[src/rtl/sram_pkg.sv]
// Shared constants for the SRAM request arbiter: default widths, FSM encodings
// and the word returned to a requester whose read was aborted.
package sram_pkg;

  localparam int ADDR_W_DEF = 16;
  localparam int DATA_W_DEF = 16;

  localparam logic [15:0] ABORT_WORD = 16'hDEAD;

  localparam logic [2:0] ST_IDLE    = 3'd0;
  localparam logic [2:0] ST_ISSUE   = 3'd1;
  localparam logic [2:0] ST_SETTLE  = 3'd2;
  localparam logic [2:0] ST_WAIT_WR = 3'd3;
  localparam logic [2:0] ST_WAIT_RD = 3'd4;
  localparam logic [2:0] ST_GAP     = 3'd5;

endpackage

[src/rtl/sram_req_arbiter.sv]
// Two-port round-robin front end for a single sram_controller: one strobe in
// flight at a time, completion via busy/valid, per-transaction timeout.
module sram_req_arbiter
  import sram_pkg::*;
#(
  parameter int ADDR_W  = ADDR_W_DEF,
  parameter int DATA_W  = DATA_W_DEF,
  parameter int TMO_CYC = 255,
  parameter int GAP_CYC = 2
) (
  input  logic              clk_50,
  input  logic              rst_n,
  input  logic              m0_req,
  input  logic              m0_we,
  input  logic [ADDR_W-1:0] m0_addr,
  input  logic [DATA_W-1:0] m0_wdata,
  output logic              m0_ack,
  output logic [DATA_W-1:0] m0_rdata,
  input  logic              m1_req,
  input  logic              m1_we,
  input  logic [ADDR_W-1:0] m1_addr,
  input  logic [DATA_W-1:0] m1_wdata,
  output logic              m1_ack,
  output logic [DATA_W-1:0] m1_rdata,
  output logic [ADDR_W-1:0] ctl_addr,
  output logic [DATA_W-1:0] ctl_wdata,
  output logic              ctl_wr,
  output logic              ctl_rd,
  input  logic [DATA_W-1:0] ctl_rdata,
  input  logic              ctl_valid,
  input  logic              ctl_busy,
  output logic              owner,
  output logic              tmo_err
);

  localparam logic [7:0] TMO_LIM  = 8'(TMO_CYC);
  localparam logic [2:0] GAP_LAST = 3'((GAP_CYC == 0) ? 0 : GAP_CYC - 1);

  logic [2:0]        state_q, state_d;
  logic              owner_q, owner_d;
  logic              last_owner_q, last_owner_d;
  logic              we_q, we_d;
  logic [ADDR_W-1:0] addr_q, addr_d;
  logic [DATA_W-1:0] wdata_q, wdata_d;
  logic              wr_q, wr_d;
  logic              rd_q, rd_d;
  logic              m0_ack_q, m0_ack_d;
  logic              m1_ack_q, m1_ack_d;
  logic [DATA_W-1:0] m0_rdata_q, m0_rdata_d;
  logic [DATA_W-1:0] m1_rdata_q, m1_rdata_d;
  logic              tmo_q, tmo_d;
  logic [7:0]        tmo_cnt_q, tmo_cnt_d;
  logic [2:0]        gap_cnt_q, gap_cnt_d;

  logic              grant_port;
  logic              done;
  logic              abort;
  logic [DATA_W-1:0] ret_data;

  always_comb begin
    state_d      = state_q;
    owner_d      = owner_q;
    last_owner_d = last_owner_q;
    we_d         = we_q;
    addr_d       = addr_q;
    wdata_d      = wdata_q;
    wr_d         = 1'b0;
    rd_d         = 1'b0;
    m0_ack_d     = 1'b0;
    m1_ack_d     = 1'b0;
    m0_rdata_d   = m0_rdata_q;
    m1_rdata_d   = m1_rdata_q;
    tmo_d        = tmo_q;
    tmo_cnt_d    = tmo_cnt_q;
    gap_cnt_d    = gap_cnt_q;
    done         = 1'b0;
    abort        = 1'b0;
    ret_data     = ctl_rdata;
    // On a tie the port that did not go last wins.
    grant_port   = (m0_req && m1_req) ? ~last_owner_q : m1_req;

    case (state_q)
      ST_IDLE: begin
        if (!ctl_busy && (m0_req || m1_req)) begin
          owner_d = grant_port;
          we_d    = grant_port ? m1_we    : m0_we;
          addr_d  = grant_port ? m1_addr  : m0_addr;
          wdata_d = grant_port ? m1_wdata : m0_wdata;
          wr_d    = we_d;
          rd_d    = ~we_d;
          state_d = ST_ISSUE;
        end
      end
      ST_ISSUE: begin
        tmo_cnt_d = '0;
        state_d   = ST_SETTLE;
      end
      ST_SETTLE: begin
        // Busy may not be up yet, but an early read-valid is still honoured.
        if (!we_q && ctl_valid) done = 1'b1;
        else state_d = we_q ? ST_WAIT_WR : ST_WAIT_RD;
      end
      ST_WAIT_WR: if (!ctl_busy) done = 1'b1;
      ST_WAIT_RD: if (ctl_valid) done = 1'b1;
      ST_GAP: begin
        gap_cnt_d = gap_cnt_q + 3'd1;
        if (gap_cnt_q == GAP_LAST) state_d = ST_IDLE;
      end
      default: state_d = ST_IDLE;
    endcase

    if ((state_q == ST_SETTLE || state_q == ST_WAIT_WR || state_q == ST_WAIT_RD) && !done) begin
      if (tmo_cnt_q == TMO_LIM) abort = 1'b1;
      else tmo_cnt_d = tmo_cnt_q + 8'd1;
    end

    if (done || abort) begin
      if (abort) ret_data = DATA_W'(ABORT_WORD);
      if (owner_q) begin
        m1_ack_d = 1'b1;
        if (!we_q) m1_rdata_d = ret_data;
      end else begin
        m0_ack_d = 1'b1;
        if (!we_q) m0_rdata_d = ret_data;
      end
      if (abort) tmo_d = 1'b1;
      last_owner_d = owner_q;
      gap_cnt_d    = '0;
      state_d      = (GAP_CYC == 0) ? ST_IDLE : ST_GAP;
    end
  end

  always_ff @(posedge clk_50 or negedge rst_n) begin
    if (!rst_n) begin
      state_q      <= ST_IDLE;
      owner_q      <= 1'b0;
      last_owner_q <= 1'b1;
      we_q         <= 1'b0;
      addr_q       <= '0;
      wdata_q      <= '0;
      wr_q         <= 1'b0;
      rd_q         <= 1'b0;
      m0_ack_q     <= 1'b0;
      m1_ack_q     <= 1'b0;
      m0_rdata_q   <= '0;
      m1_rdata_q   <= '0;
      tmo_q        <= 1'b0;
      tmo_cnt_q    <= '0;
      gap_cnt_q    <= '0;
    end else begin
      state_q      <= state_d;
      owner_q      <= owner_d;
      last_owner_q <= last_owner_d;
      we_q         <= we_d;
      addr_q       <= addr_d;
      wdata_q      <= wdata_d;
      wr_q         <= wr_d;
      rd_q         <= rd_d;
      m0_ack_q     <= m0_ack_d;
      m1_ack_q     <= m1_ack_d;
      m0_rdata_q   <= m0_rdata_d;
      m1_rdata_q   <= m1_rdata_d;
      tmo_q        <= tmo_d;
      tmo_cnt_q    <= tmo_cnt_d;
      gap_cnt_q    <= gap_cnt_d;
    end
  end

  assign ctl_addr  = addr_q;
  assign ctl_wdata = wdata_q;
  assign ctl_wr    = wr_q;
  assign ctl_rd    = rd_q;
  assign m0_ack    = m0_ack_q;
  assign m1_ack    = m1_ack_q;
  assign m0_rdata  = m0_rdata_q;
  assign m1_rdata  = m1_rdata_q;
  assign owner     = owner_q;
  assign tmo_err   = tmo_q;

endmodule

[config.mk]
export PLATFORM = sky130hd
export DESIGN_NAME = sram_req_arbiter
export DESIGN_NICKNAME = d
export VERILOG_FILES = /design/src/rtl/sram_pkg.sv /design/src/rtl/sram_req_arbiter.sv
export SDC_FILE = /design/constraint.sdc
export NUM_CORES = 1
export LEC_CHECK = 0
export ABC_AREA = 1
export CORE_MARGIN = 2
export CORE_UTILIZATION = 45
export DETAILED_ROUTE_END_ITERATION = 8
export PLACE_DENSITY = 0.83
export RECOVER_POWER = 50
export SYNTH_ARGS = -nofsm -noshare
export SYNTH_HDL_FRONTEND = slang
export SYNTH_SLANG_ARGS = --single-unit
[constraint.sdc]
create_clock -name clk_50 -period 2.48 [get_ports clk_50]
set_input_delay 0.62 -clock clk_50 [delete_from_list [all_inputs] [get_ports clk_50]]
set_output_delay 0.62 -clock clk_50 [all_outputs]
set_load 0.1 [all_outputs]
After elaboration in Yosys (flattened, before gate mapping). Index checks and enable logic that the tools add are counted.

Memory bits (read-only): 0. Memories: 0. Bits in latches: 0. Word-level logic and storage cells: 81. Bits in writable memories: 0. Flip-flop bits (word level): 86.

Eq/ne operators: 11. Add/sub/neg operators: 2. Shift operators: 0. Bitwise operators: 4. Mux-type cells: 30. $mul: 0. Magnitude comparators: 0. Div/mod/pow operators: 0. Reductions and logical operators: 19.

Operator list (number): 2-to-1 mux 16 bit (3); 2-to-1 mux 8 bit (3); 2-to-1 mux 3 bit (7); 2-to-1 mux 1 bit (15); case mux 3 bit (5 select lines) (1); adder 8 x 1 -> 8 bit, second input constant (1); == test 8 bit, second input constant (1); == test 3 x 1 -> 1 bit, second input constant (2); == test 3 x 2 -> 1 bit, second input constant (2); == test 3 bit, second input constant (2); inequality test 3 bit, second input constant (2); AND reduction 3 bit (2); logical AND 1 bit (4); logical OR 1 bit (4); inverter 1 bit (4); AND reduction 2 bit (2); AND reduction 4 bit (1); adder 3 x 1 -> 3 bit, second input constant (1); zero test 1 bit (3); zero test 3 bit (1); inequality test 3 x 2 -> 1 bit, second input constant (1); case mux 1 bit (3 select lines) (1); inequality test 2 x 1 -> 1 bit, second input constant (1); nonzero test 2 bit (1); OR reduction 2 bit (1).

Depth between registers and ports, before layout.
Depth after elaboration: 10. Gate-level depth with buffers: 11. Gate-level depth less buffers: 9.

Least setup slack after synthesis. OpenSTA, ideal clock, no wires.

Kind: reg-to-reg. Start point: reg owner_q (netlist: owner). End point: reg m1_rdata_q[10] (netlist: m1_rdata[10]). Required time: 2.360 ns. Cell stages (with the launch flop): 7. Path buffers: 1. Setup slack: 0.401 ns. Data arrival time: 1.959 ns. Path through: dfrtp_1 -> inv_1 -> nor2_1 -> nand3_1 -> buf_2 -> nand2_1 -> nand2_1.

Word-level cells in the longest chain between the ends: 1.

Ends and longest elaborated chain: from (decl) (RTL line sram_req_arbiter.sv:40) `logic owner_q, owner_d;`; from (signal assigned) (RTL line sram_req_arbiter.sv:152) `owner_q <= owner_d;`; AND reduction 3 bit (no line); to (signal assigned) (RTL line sram_req_arbiter.sv:162) `m1_rdata_q <= m1_rdata_d;`; to (decl) (RTL line sram_req_arbiter.sv:50) `logic [DATA_W-1:0] m1_rdata_q, m1_rdata_d;`.

Every way passes these cells. A chain may end at the register's enable or synchronous reset.

Worst setup path in the final report.
Start point: reg m0_ack_q (netlist: m0_ack). End point: out m0_ack.

RTL lines: from (decl) (RTL line sram_req_arbiter.sv:47) `logic m0_ack_q, m0_ack_d;`; from (signal assigned) (RTL line sram_req_arbiter.sv:159) `m0_ack_q <= m0_ack_d;`; to (decl) (RTL line sram_req_arbiter.sv:17) `output logic m0_ack,`.

No word-level cell between the ends.

==> metrics.yaml <==
nets: 752
gr-total-overflow: 0
ys_types: 24
drcViolationCount: 0
drt_wl_total_um: 11000
critPathTopFamily: "buffers and inverters"
hold_viol: 0
antenna_found_initial: 0
grt_pass1_wl_um: 18100
outcome: "complete, no violations"
critPathBufInv: 1
clockRootBuffer: "clkbuf_8"
grt.total_usage_pct: 23.1
ys_ff_latch: 86
tritoncts: "done"
n_antenna_cell: 0
synthToLayoutAreaGrowth_pct: 41.9
grt_pass1_vias: 3834
clkTransAtPathRegs_ns: 0.10
io-pin-count: 158
htreeDepth: 3
fmax_mhz: 462
tightest_slew_ns: 1.47
reg2regPathDepth: 9
via_per_inst: 5.07
synth_cells: 500
drt_first_pass_iters: 5
cts_resized: 0
synth_fp_nets: 591
wire_per_inst_um: 14.2
crit_path_start_kind: "register"
post_cts_buffers: 0
setup-tns-final_ns: 0
ant_nets: 0
relSlewSlack_pct: 2.14
clkLatencyLatePin_ns: 0.35
finalCritPeriodShare_pct: 87.3
port_buffers: 157
hold_ws_ns: 0.488
start_util_pct: 46.1
clkSinkCount: 86
drive_gt1_share_pct: 15.5
slowest_stage: "clkbuf_1"
crit_fanout: 1
fin_crit_ns: 2.16
grt_max_degree: 41
final_cell_count_no_fill: 774
fp.dieW_um: 98.1
crit_cells: 1
cts_buffers: 9
drv_cap: 0
fin_skew_ns: 0.0147
endpoint_kind: "primary output"
ys_seq_area_share_pct: 54.0
hold_path.class: "reg2reg"
hold_depth: 2
drt_iter0_drc: 225
setup_violations: 0
routabilityCongestion: 0.932
dieArea_sq_mm: 0.00962
clockBufferDepth: 2
dp.cells: 758
hpwlAfterDp_um: 8320
avgSynthCellArea_sq_um: 7.97
pre_cts_ws_ns: 0.0604
rsz0062_at_grt: "false"
slowest_delay_ns: 0.86
core_sq_mm: 0.00864
path_class: "reg2out"
fin_ws_ns: 0.316
path_cells: "clkbuf_1"
synth.cell_area_sq_mm: 0.00399
vias: 3925
core.rowCount: 34
hold_buffers: 0
arrival_ns: 1.54
die_h_um: 98.1
maxSlewViolCount: 0
yosysWarnings: 0
required_ns: 1.86
[cell type report]
cell class                      count  area [sq um]
Fill cell                         761          2980
Sequential cell                    86          2150
Multi-Input combinational cell    360          1600
Timing Repair Buffer              170          1420
Tap cell                          108           135
Clock buffer                       10           128
Inverter                           34           128
Clock inverter                      6          92.6
[worst register-to-register path: stages, from the launching register on]
cell	delay, ns
dfrtp_1	0.41
ha_1	0.21
nand2_1	0.06
nor2_1	0.20
nand2_1	0.18
nand4_2	0.18
nand2_1	0.09
nor2_1	0.56
nand2_1	0.12
nand2_1	0.10
[cell usage in the layout (no fill, tap or decap)]
| master | synthesis | layout |
|---|---|---|
| a21oi_1 | 2 | 2 |
| a31oi_1 | 1 | 1 |
| buf_1 | 0 | 1 |
| buf_12 | 0 | 1 |
| buf_4 | 1 | 49 |
| bufinv_16 | 0 | 2 |
| clkbuf_1 | 11 | 3 |
| clkbuf_2 | 0 | 31 |
| clkbuf_8 | 0 | 9 |
| clkdlybuf4s50_1 | 0 | 86 |
| clkinv_1 | 1 | 1 |
| clkinvlp_4 | 0 | 2 |
| dfrtp_1 | 85 | 85 |
| dfstp_2 | 1 | 1 |
| ha_1 | 3 | 3 |
| inv_1 | 31 | 31 |
| inv_2 | 2 | 2 |
| inv_6 | 0 | 2 |
| nand2_1 | 186 | 186 |
| nand3_1 | 18 | 18 |
| nand3b_1 | 1 | 1 |
| nand4_1 | 12 | 12 |
| nand4_2 | 1 | 1 |
| nor2_1 | 48 | 48 |
| nor2_4 | 3 | 3 |
| nor3_1 | 1 | 1 |
| o21ai_0 | 76 | 76 |
| o21ai_1 | 1 | 1 |
| xnor2_1 | 3 | 3 |
| xor2_1 | 4 | 4 |
[registers in the layout, indices dropped and copies added, names as in the netlist]
name / flops
ctl_addr: 16
ctl_rd: 1
ctl_wdata: 16
ctl_wr: 1
gap_cnt_q: 3
last_owner_q: 1
m0_ack: 1
m0_rdata: 16
m1_ack: 1
m1_rdata: 16
owner: 1
state_q: 3
tmo_cnt_q: 8
tmo_err: 1
we_q: 1
[final timing paths]
path | start | end | slack, ns
max reg2reg | tmo_cnt_q[0] | m1_rdata[3] | 0.32
max in group asynchronous | rst_n | gap_cnt_q[0] | 0.63
min in group asynchronous | rst_n | tmo_cnt_q[4] | 0.61
min reg2reg | tmo_err | tmo_err | 0.49
max | m0_ack | m0_ack | 0.32
min | tmo_err | tmo_err | 0.49
[per-layer routing]
metal	routed length (um)	global-route usage, %	share of wire, %	vias to the layer above
met1	4290	28.3	39	1832
met5	0	0	0	-
met3	1080	8.16	9.9	15
met4	162	5.45	1.5	0
met2	5450	39.5	50	165
li1	-	-	-	1913
[cell usage after synthesis]
master	number	area share [%]
a21oi_1	2	0.25
a31oi_1	1	0.16
buf_2	6	0.75
buf_4	1	0.19
buf_6	2	0.57
clkbuf_1	11	1.0
clkinv_1	1	0.094
dfrtp_1	85	53
dfstp_2	1	0.66
ha_1	3	0.94
inv_1	31	2.9
inv_2	2	0.19
nand2_1	186	18
nand3_1	18	2.3
nand3b_1	1	0.19
nand4_1	12	1.9
nand4_2	1	0.31
nor2_1	48	4.5
nor2_4	3	0.85
nor3_1	1	0.13
o21ai_0	76	9.5
o21ai_1	1	0.13
xnor2_1	3	0.66
xor2_1	4	0.88
[kinds of logic (layout without fill, tap and decap cells)]
| group | after synthesis | after routing | share of synthesized area [%] |
|---|---|---|---|
| and+or+nand+nor | 270 | 270 | 27.7 |
| AOI/OAI and AO/OA | 80 | 80 | 10.1 |
| xor gates and xnor gates | 7 | 7 | 1.54 |
| DFF | 86 | 86 | 54.0 |
| adders and majority gates | 3 | 3 | 0.942 |
| buffers and inverters | 54 | 220 | 5.75 |
[metrics by stage]
step / util [%] / cell area, sq um
floorplan: - / 3990
global placement: 64.0 / 5520
detailed placement: 64.0 / 5520
CTS: 66.5 / 5740
global route: 65.5 / 5650
finish: 65.5 / 5650
Power is not shown: default switching activity piles up to over one toggle a cycle in this logic, so the estimate is an artifact.
==> RTL change: new RTL, same flow settings <==
The package constant `DATA_W_DEF` goes from 16 to 12.
--- a/src/rtl/sram_pkg.sv
+++ b/src/rtl/sram_pkg.sv
@@ -3,7 +3,7 @@
 package sram_pkg;
 
   localparam int ADDR_W_DEF = 16;
-  localparam int DATA_W_DEF = 16;
+  localparam int DATA_W_DEF = 12;
 
   localparam logic [15:0] ABORT_WORD = 16'hDEAD;
 
Interface: changed (6 resized); port bits go from 158 to 134. The function was not compared with the original's and may differ.
==> RTL change against the original RTL <==
  * The flow now finishes with violations (capacitance limit, slew limit)
  * Fmax shrank 0.37%
  * Area after synthesis shrank 11%
  * Setup slack lost 0.0080 ns
  * Wire length shrank 15%
  * Final area shrank 12%
  * Sequential cell count shrank 12
  * Utilization shrank 0.79 points
  * Critical path type unchanged
Power is not shown: default switching activity piles up to over one toggle a cycle in this logic, so the estimate is an artifact.
==> RTL change: results (changes against the original RTL) <==
Iteration-0 DRC Markers: 218 (-3.1%)
Slowest cell delay on critical path: 0.88 ns (+0.02 ns)
Max-cap viol count: 1 (+1)
R2R Path Start: tmo_cnt_q[0]
Total GRT Usage: 22.62% (-0.52 points)
Netlist cell types: 28 (+17%)
Clk_skew: 0.01029 ns (-0.004435 ns)
Share of cells above drive strength 1: 15.65% (+0.19 points)
Final HPWL DP: 6.988 mm (-16%)
Placed insts: 661 (-13%)
Sequential area share after synthesis: 52.11% (-1.9 points)
Slowest-stage cell, CP: buf_1
Largest net degree at the start of global routing: 33 (-20%)
# fillers: 669 (-12%)
Synth area leaders: dfrtp_1, nand2_1, o21ai_0
WHS: 0.4688 ns (-0.01942 ns)
Cell area after placement: 4798 um^2 (-13%)
Worst hold path type: reg2reg
Syn nets: 517 (-13%)
Area grow syn2layout: 39.83%
Worst-margin pin slew: 1.681 ns (+0.2131 ns)
Drt pass-1 iters: 6 (+1)
Hold-critical path depth: 2 (unchanged)
Final Net Count: 649 (-14%)
Detailed-route wire length: 9.295 mm (-15%)
Failing checks: capacitance limit, slew limit
Clk_lat worst skew: 0.35 ns (about the same)
Hold endpoint: tmo_err
Vias in the first global route: 3260 (-15%)
Clock buffer count from CTS: 9 (unchanged)
Clock Pin Slew Worst Setup and Hold Paths: 0.08 ns (-0.02 ns)
Final cycle utilization of the critical path: 87.59% (+0.32 points)
Most frequent cells after synthesis: nand2_1, dfrtp_1, o21ai_0, nor2_1, inv_1
Top-area cell type share of the netlist area: 51.37% (-2.0 points)
Pre-CTS WS: 0.2225 ns (+0.1621 ns)
R2R Path End: m1_rdata[9]
Status: finished with violations
Max Slew Vio Count: 33 (+33)
Worst setup endpoint: m1_ack
Async set-reset flop share out of synthesis: 100.0% (unchanged)
Port bufs: 133 (-15%)
Via density: 5.010 (-1.2%)
Setup Fix Bufs, Post-CTS: 0 (unchanged)
RePlAce Congestion: 0.8152 (-13%)
Post-Syn Instances: 438 (-12%)
First-pass GRT wire length: 15.30 mm (-15%)
Vias: 3392 (-14%)
Crit path launch: m1_ack
Reg2reg setup slack: 0.40 ns (+0.08 ns)
-- RTL change: changes by cell type after synthesis, moves of 3 or more --
cell,change
o21ai_0,-12
nor2_1,-4
nand4_1,-4
clkbuf_1,-4
o21ai_1,+4
dfrtp_1,-12
nand2_1,-37
nand2_2,+3
-- RTL change: final cells by class --
class / instances / share of cell area [%]
clock buffer: 10 / 2.567
clock inverter: 6 / 2.743
inverter: 32 / 2.416
multi-input combinational: 314 / 29.19
sequential: 74 / 37.27
tap: 102 / 2.567
timing repair buffer: 139 / 23.25
-- RTL change: cells by family after synthesis --
group	count (synthesis)	synth area share, %
and+or+nand+nor	230	27.97
AOI/OAI and AO/OA	74	10.56
DFF	74	52.11
buffers and inverters	50	6.580
xor gates and xnor gates	7	1.724
adders and majority gates	3	1.056
-- RTL change: layer usage --
metal / track usage, % / part of all wire (%)
met1: 28.34 / 41
met2: 37.02 / 48
met3: 6.753 / 8.6
met4: 8.456 / 1.8
met5: 0 / 0
